File: config.mk
export PLATFORM = sky130hd
export DESIGN_NAME = doraemon_feeder
export DESIGN_NICKNAME = d
export VERILOG_FILES = /design/src/rtl/doraemon_feeder_pkg.sv /design/src/rtl/feeder_fifo.sv /design/src/rtl/doraemon_feeder.sv
export SDC_FILE = /design/constraint.sdc
export NUM_CORES = 1
export LEC_CHECK = 0
export BUFFER_PORTS_ARGS = -buffer_cell sky130_fd_sc_hd__buf_2
export CAP_MARGIN = 20
export CORE_ASPECT_RATIO = 1.5
export CORE_MARGIN = 5
export CORE_UTILIZATION = 50
export CTS_BUF_LIST = sky130_fd_sc_hd__clkbuf_8
export CTS_CLUSTER_SIZE = 24
export DETAILED_ROUTE_END_ITERATION = 6
export MAX_ROUTING_LAYER = met4
export PLACE_DENSITY = 0.68
export SYNTH_ARGS = -nofsm -noshare
export SYNTH_HDL_FRONTEND = slang
export SYNTH_SLANG_ARGS = --single-unit
File: constraint.sdc
create_clock -name clk1 -period 5.3 [get_ports clk1]
set_clock_uncertainty 0.15 [all_clocks]
set_input_delay 0.795 -clock clk1 [delete_from_list [all_inputs] [get_ports clk1]]
set_output_delay 0.795 -clock clk1 [all_outputs]
set_load 0.02 [all_outputs]
File: src/rtl/doraemon_feeder_pkg.sv
// Shared record layout, fill length and FSM encoding for the doraemon feeder.
package doraemon_feeder_pkg;

  localparam int ID_W   = 5;
  localparam int SC_W   = 8;
  localparam int WT_W   = 3;
  localparam int REC_W  = ID_W + 3 * SC_W + 3 * WT_W;  // 38
  localparam int N_FILL = 5;

  typedef enum logic [1:0] {
    IDLE = 2'd0,
    FILL = 2'd1,
    RUN  = 2'd2,
    DONE = 2'd3
  } state_t;

  // Packed as {id,size,iq,eq,sw,iqw,eqw}, id in the MSBs.
  typedef struct packed {
    logic [ID_W-1:0] id;
    logic [SC_W-1:0] size;
    logic [SC_W-1:0] iq;
    logic [SC_W-1:0] eq;
    logic [WT_W-1:0] sw;
    logic [WT_W-1:0] iqw;
    logic [WT_W-1:0] eqw;
  } rec_t;

endpackage

File: src/rtl/feeder_fifo.sv
// Single-clock FIFO: registered pointers/occupancy, combinational head read.
// The caller must never push when full or pop when empty.
module feeder_fifo
  import doraemon_feeder_pkg::*;
#(
  parameter int DEPTH = 8,
  parameter int W     = REC_W,
  localparam int AW   = $clog2(DEPTH),
  localparam int CW   = AW + 1
) (
  input  logic          clk1,
  input  logic          rst_n,
  input  logic          push,
  input  logic          pop,
  input  logic [W-1:0]  wdata,
  output logic [W-1:0]  rdata,
  output logic [CW-1:0] count
);

  logic [W-1:0]  mem [DEPTH];
  logic [AW-1:0] wr_ptr, rd_ptr;

  // Storage write; contents need no reset since count gates every read.
  always_ff @(posedge clk1) begin
    if (push) mem[wr_ptr] <= wdata;
  end

  // Pointers wrap naturally modulo DEPTH; count tracks occupancy.
  always_ff @(posedge clk1 or negedge rst_n) begin
    if (!rst_n) begin
      wr_ptr <= '0;
      rd_ptr <= '0;
      count  <= '0;
    end else begin
      if (push) wr_ptr <= wr_ptr + 1'b1;
      if (pop)  rd_ptr <= rd_ptr + 1'b1;
      case ({push, pop})
        2'b10:   count <= count + 1'b1;
        2'b01:   count <= count - 1'b1;
        default: count <= count;
      endcase
    end
  end

  assign rdata = mem[rd_ptr];

endmodule

File: src/rtl/doraemon_feeder.sv
// clk1-side feeder: buffers producer records, issues an unbroken N_FILL burst,
// then N_RUN more records under dst_ready flow control, then parks in DONE.
module doraemon_feeder
  import doraemon_feeder_pkg::*;
#(
  parameter int DEPTH = 8,
  parameter int N_RUN = 5995
) (
  input  logic            clk1,
  input  logic            rst_n,
  input  logic            src_valid,
  output logic            src_ready,
  input  logic [ID_W-1:0] src_id,
  input  logic [SC_W-1:0] src_size,
  input  logic [SC_W-1:0] src_iq,
  input  logic [SC_W-1:0] src_eq,
  input  logic [WT_W-1:0] src_sw,
  input  logic [WT_W-1:0] src_iqw,
  input  logic [WT_W-1:0] src_eqw,
  input  logic            dst_ready,
  output logic            in_valid,
  output logic [ID_W-1:0] doraemon_id,
  output logic [SC_W-1:0] size,
  output logic [SC_W-1:0] iq_score,
  output logic [SC_W-1:0] eq_score,
  output logic [WT_W-1:0] size_weight,
  output logic [WT_W-1:0] iq_weight,
  output logic [WT_W-1:0] eq_weight,
  output logic [12:0]     run_cnt,
  output logic            done
);

  localparam int CW = $clog2(DEPTH) + 1;
  localparam int FW = $clog2(N_FILL + 1);
  localparam logic [CW-1:0] FULL_LVL = CW'(DEPTH);
  localparam logic [CW-1:0] FILL_LVL = CW'(N_FILL);
  localparam logic [FW-1:0] FILL_END = FW'(N_FILL - 1);
  localparam logic [12:0]   RUN_END  = 13'(N_RUN - 1);

  state_t        state;
  logic [FW-1:0] fill_cnt;
  logic [CW-1:0] count;
  logic          push, pop;
  rec_t          wrec, head, out_r;

  // Depends only on registered count/state, so a pop cannot make room in
  // the same cycle.
  assign src_ready = (count < FULL_LVL) && (state != DONE);
  assign push      = src_valid && src_ready;
  assign wrec      = '{id: src_id, size: src_size, iq: src_iq, eq: src_eq,
                       sw: src_sw, iqw: src_iqw, eqw: src_eqw};

  // Pop decision. FILL ignores dst_ready: IDLE only leaves once N_FILL
  // records are buffered, so the burst can never run dry.
  always_comb begin
    pop = 1'b0;
    case (state)
      IDLE:    pop = (count >= FILL_LVL);
      FILL:    pop = 1'b1;
      RUN:     pop = dst_ready && (count != '0);
      default: pop = 1'b0;
    endcase
  end

  feeder_fifo #(.DEPTH(DEPTH), .W(REC_W)) u_fifo (
    .clk1  (clk1),
    .rst_n (rst_n),
    .push  (push),
    .pop   (pop),
    .wdata (wrec),
    .rdata (head),
    .count (count)
  );

  // FSM, counters and registered issue stage; idle cycles drive zeros.
  always_ff @(posedge clk1 or negedge rst_n) begin
    if (!rst_n) begin
      state    <= IDLE;
      fill_cnt <= '0;
      run_cnt  <= '0;
      done     <= 1'b0;
      in_valid <= 1'b0;
      out_r    <= '0;
    end else begin
      in_valid <= pop;
      out_r    <= pop ? head : '0;
      case (state)
        IDLE: if (pop) begin
          fill_cnt <= FW'(1);
          state    <= FILL;
        end
        FILL: begin
          fill_cnt <= fill_cnt + 1'b1;
          if (fill_cnt == FILL_END) state <= RUN;
        end
        RUN: if (pop) begin
          run_cnt <= run_cnt + 13'd1;
          if (run_cnt == RUN_END) begin
            state <= DONE;
            done  <= 1'b1;
          end
        end
        default: ;
      endcase
    end
  end

  assign doraemon_id = out_r.id;
  assign size        = out_r.size;
  assign iq_score    = out_r.iq;
  assign eq_score    = out_r.eq;
  assign size_weight = out_r.sw;
  assign iq_weight   = out_r.iqw;
  assign eq_weight   = out_r.eqw;

endmodule
==> results of run 1 <==
-- power by group --
| part | switching, mW | internal, mW |
|---|---|---|
| Sequential | 0.323 | 3.64 |
| Clock | 1.02 | 1.13 |
| Combinational | 1.17 | 1.02 |
-- through the flow --
stage	utilization	setup WS, ns
3_5_place_dp	0.540	1.83
3_3_place_gp	0.538	1.90
2_1_floorplan	-	0.576
4_1_cts	0.577	1.79
5_1_grt	0.580	1.56
6_report	0.580	1.82
-- sequential cells by signal, summed over array words and instances, names as in the netlist, 4 cells and up --
name / cells
u_fifo.count: 4
run_cnt: 13
iq_score: 8
eq_score: 8
u_fifo.mem: 304
doraemon_id: 5
size: 8
-- final timing paths --
path,start,cells past startpoint,end
worst min register to register,done$_DFFE_PN0P_,1,done$_DFFE_PN0P_
min in group asynchronous,rst_n,2,eq_score[1]$_DFF_PN0_
worst max-delay path,state[1]$_DFFE_PN0P_,14,u_fifo.count[2]$_DFFE_PN0P_
worst max register to register,state[1]$_DFFE_PN0P_,14,u_fifo.count[2]$_DFFE_PN0P_
max in group asynchronous,rst_n,3,iq_score[4]$_DFF_PN0_
worst min-delay path,done$_DFFE_PN0P_,1,done$_DFFE_PN0P_
-- logic make-up after synthesis --
family,count (synthesis),share of synthesized area
flops,372,0.763
xor+xnor,22,0.0136
fa+ha+maj,15,0.0132
mux,119,0.151
compound gates,23,0.0146
buf+inv,41,0.0131
simple gates,96,0.0315
-- layer usage --
metal  part of all wire  up-vias  GRT usage
met2               0.54      173      0.315
met4              0.022        0     0.0594
li1                   -     3000          -
met5                  0        -          -
met3              0.044       43     0.0332
met1               0.40     3550      0.217
-- cell type report --
cell class                      instances  area [sq um]
Antenna cell                            4          10.0
Fill cell                            2038         11800
Sequential cell                       372         10800
Clock inverter                         37           209
Tap cell                              346           433
Timing Repair Buffer                  109           676
Inverter                               10          37.5
Clock buffer                           60           826
Multi-Input combinational cell        275          3240
-- synthesized netlist by cell type (7+ instances only) --
cell        n
mux4_2     76
xor2_1      7
ha_1       15
edfxtp_1  304
xnor2_1    15
buf_2      11
inv_1       9
clkbuf_1   13
nand2_1    18
dfrtp_1    68
mux2i_1    39
nor2_1     54
==> metrics, run 1 <==
Peak Freq around 0.29 GHz; largest net degree at the start of global routing 79; CP max-delay cell buf_4; synthesis-to-finish area growth 14.6%; Leak Pwr between 5 and 6 nW; commonest non-fill, non-tap cell in the layout edfxtp_1; total grt overflow 0; placed insts approximately 1100; DIE HEIGHT about 220 microns; total power about 8.3 mW; Post-Synthesis Cell Area 14200 sq um; H-tree levels 2; Net Count, Synth approximately 750; first-pass GRT wire length 43000 microns; Final Instance Area 16300 sq um; Hold Buf Count CTS 0; chip width ~150 microns; post-synth top area share 0.643; Startpoint Class register; initial antenna violation count 4; Required @ worst endpoint about 5.6 ns; Reg2Reg Setup Slack 1.82 ns; post-synthesis register bit count roughly 370; routability cong. roughly 0.77; Clock Path Buffers 3; number of global-route vias before repair 7527; Layout Cells excl Fill 1213; CP Capture Type register; clock root cell clkbuf_8; Crit path buffers/inverters 3; Main synth FF type edfxtp_1; register area share after synthesis 0.763; CTS clk-pin slew, worst paths about 0.07 ns; Hold Vio Cnt, Final 0; CP Max Fanout 40; CTS Sinks roughly 370; DRT antenna net count 0; CP delay by family, top adder cells; I/O pin count 96; I/O Buffers 95; period utilisation layout 0.657; CTS tree yes; Mapped Cells between 600 and 700; status finished, final reports clean; detailed placer's ending HPWL approximately 16000 microns; power per cell area just over 500 nW/um^2; Post-CTS Setup Bufs 0; row cnt 75; max-cap violation count 0; fraction of layout cells with a size suffix above 1 0.329; Final Max Slew Viols 0; Clock Latency Late Sink 0.58 ns; Synth area leaders edfxtp_1 (64%), mux4_2 (12%), dfrtp_1 (12%), mux2i_1 (2.7%), nor2_1 (1.4%); Nets slightly below 900; async set-reset flop share out of synthesis 0.183; via count 6766; Hold Crit Class reg -> reg; delay of the slowest cell on the worst path roughly 0.46 ns; Max IR drop VDD between 200 and 250 uV; via-per-instance ratio ~5.6; hold_ws roughly 0.32 ns; Final Critical Period 3.48 ns; Distinct cells, synth between 40 and 50; biggest area consumer among synthesized cells edfxtp_1; Final Setup Violations 0; Slew @ Worst Pin roughly 0.95 ns; global-route usage over all layers 0.182; Core Area 28100 sq um; # resized after CTS 0; Detailed Route Iter0 Violations around 380; Post-DP Area between 15000 and 20000 sq um; wire per inst between 20 and 25 microns; CP arrival around 3.8 ns; Post-synth EDFFs around 300; die area ~32000 sq um; Synth warnings 0; Post-route DRC 0; CP Class reg -> reg; max_slew headroom 0.364; cells along the critical path inv_1 -> ha_1 -> o21ba_2 -> nand2_1 -> nand2_2 -> buf_4 -> inv_2 -> ha_1 -> xor2_1 -> ha_1 -> a21oi_1 -> xor2_1 -> nor2_1 -> xor2_1; most frequent cells in the layout edfxtp_1 (304), buf_2 (94), mux4_2 (76); initial core utilization 0.506; Detailed Routing Iterations Pass 1 7; CTS Buf Count 52; syn_area_per_cell a little over 20 sq um; RSZ-0062 raised after global routing no; Post-Route WL 27300 microns; Post-Route Setup TNS 0 ns
(Power assumes the default switching activity.)
==> run 2: changes to the inputs <==
==> constraint.sdc (replaced) <==
create_clock -name clk1 -period 3.5 [get_ports clk1]
set_clock_uncertainty 0.15 [all_clocks]
set_input_delay 0.525 -clock clk1 [delete_from_list [all_inputs] [get_ports clk1]]
set_output_delay 0.525 -clock clk1 [all_outputs]
set_load 0.02 [all_outputs]
==> run 2 against run 1 <==
  * Core utilization fell by 0.18 points
  * Cell count rose by 0.25%
  * Clock-buffer cell count fell by 1
  * Register-to-register slack got worse by 1.3 ns
  * Design area fell by 0.31%
  * Sequential share of layout area rose by 0.21 points
  * Setup slack got worse by 1.3 ns
  * Sequential power rose by 52%
  * Power rose by 48%
  * Worst hold slack got worse by 0.24 ns
  * Die area did not move
  * Largest cell class unchanged
  * Highest routed layer unchanged
==> metrics, run 2 (synthesis results as in run 1) <==
status finished, final reports clean; die area approximately 32000 sq um; Post-Route WL roughly 27000 microns; CP Launch Point state[1]$_DFFE_PN0P_; setup slack after layout ~0.53 ns; total power around 12 mW; largest net degree at the start of global routing 69; critical register-to-register path startpoint state[1]$_DFFE_PN0P_; period utilisation layout 0.848; Leak Pwr 5.92 nW; Required @ worst endpoint about 3.8 ns; Final Max Slew Viols 0; Startpoint Class register; area of the multi-input gates 3260 sq um; CTS tree yes; row cnt 75; Final Critical Period roughly 3.0 ns; min-delay src src_iqw[0]; via-per-instance ratio around 5.5; power per cell area around 760 nW/um^2; first-pass GRT wire length 42100 microns; Post-CTS Setup Bufs 0; total grt overflow 0; H-tree levels 2; chip width ~150 microns; routability cong. about 0.82; Detailed Routing Iterations Pass 1 5; CTS Sinks approximately 370; Crit path buffers/inverters 2; Slew @ Worst Pin roughly 0.95 ns; global-route usage over all layers 0.177; CP arrival about 3.3 ns; Post-route DRC 0; Hold Vio Cnt, Final 0; number of global-route vias before repair approximately 7400; cells along the critical path inv_1 -> ha_1 -> o21ba_2 -> nand2_1 -> nand2_2 -> inv_2 -> ha_1 -> xor2_1 -> ha_1 -> a21oi_1 -> xor2_1 -> nor2_1 -> xor2_1; Nets 885; detailed placer's ending HPWL between 15000 and 20000 microns; CP Max Fanout 12; CP delay by family, top adder cells; number of flip-flops in the largest register ~300; CP max-delay cell dfrtp_1; Clock Latency Late Sink around 0.57 ns; delay of the slowest cell on the worst path between 0.4 and 0.5 ns; clock root cell clkbuf_8; DRT antenna net count 0; biggest regs u_fifo.mem x304, run_cnt x13; initial core utilization 0.506; Hold Crit Class in -> reg; CTS Buf Count just over 50; Max IR drop VDD ~350 uV; initial antenna violation count 1; CP Class reg -> reg; synthesis-to-finish area growth 14.2%; # fillers slightly above 2000; RSZ-0062 raised after global routing no; post-place setup slack 0.562 ns; DIE HEIGHT around 220 microns; register area 10800 sq um; CTS clk-pin slew, worst paths about 0.060 ns; max_slew headroom 0.364; max-cap violation count 0; I/O pin count 96; Biggest register u_fifo.mem; CP Capture Type register; Core Area 28100 sq um; most frequent cells in the layout edfxtp_1 (304), buf_2 (94), mux4_2 (76); Peak Freq between 0.3 and 0.4 GHz; wire per inst 21.8 microns; commonest non-fill, non-tap cell in the layout edfxtp_1; via count just under 7000; I/O Buffers 95; fraction of layout cells with a size suffix above 1 0.326; Final Setup Violations 0; Detailed Route Iter0 Violations 331; Clock Path Buffers 3
## run 2: cell count changes in the layout (fill, tap and decap cells not counted)
cell        change
buf_16          -2
buf_4          +11
bufinv_16       -2
clkbuf_8        -1
clkinv_1        -1
clkinv_2        -8
clkinvlp_4      +2
diode_2         -2
inv_1           +7
inv_6           -1
nor3_2          -2
nor3_4          +2
## run 2: metal layers
layer  wire (microns)  track usage  vias to the layer above
met4              499       0.0507                        0
li1                 -            -                     3019
met3             1170       0.0326                       38
met1            10200        0.211                     3522
met2            14700        0.310                      160
met5                0            -                        -
## run 2: through the flow
stage	util	area [sq um]	hold WS (ns)	setup TNS, ns	instances
after floorplan	-	14200	0.0794	-50.01	688
after global placement	0.544	15300	0.287	0	1120
after detailed placement	0.544	15300	0.300	0	1120
after CTS	0.578	16200	0.0261	0	1214
after global routing	0.578	16200	0.0411	0	1215
final	0.578	16200	0.0736	0	1216
## run 2: power by group
group          leakage [nW]  internal, mW  total (mW)  switching, mW
Clock                 0.577          1.53        3.01           1.48
Combinational          1.74          1.57        3.30           1.74
Sequential             3.60          5.51        6.02          0.517
## run 2: what timing repair did
action | CTS | global route
endpoints found under the setup margin | 0 | 0
hold endpoints to repair | 67 | 0
hold buffers | 1 | 0
resized for setup | 0 | 0
## run 2: final timing paths
path	endpoint	slack, ns	cells past startpoint
min in group asynchronous	iq_weight[1]$_DFF_PN0_	0.48	2
max in group asynchronous	u_fifo.rd_ptr[0]$_DFFE_PN0P_	1.99	2
worst max-delay path	u_fifo.count[2]$_DFFE_PN0P_	0.53	13
worst min-delay path	u_fifo.mem[4][3]$_DFFE_PP_	0.07	1
worst max register to register	u_fifo.count[2]$_DFFE_PN0P_	0.53	13
worst min register to register	done$_DFFE_PN0P_	0.31	1
## run 2: final cells by class
| class | count | share of cell area |
|---|---|---|
| flip-flops and latches | 372 | 0.668 |
| multi-input cells | 275 | 0.201 |
| clock buffers | 59 | 0.0501 |
| repair buffers | 118 | 0.0433 |
| well taps | 346 | 0.0267 |
| clock inverters | 34 | 0.00848 |
| inverters | 10 | 0.00231 |
| diodes | 2 | 0.000308 |
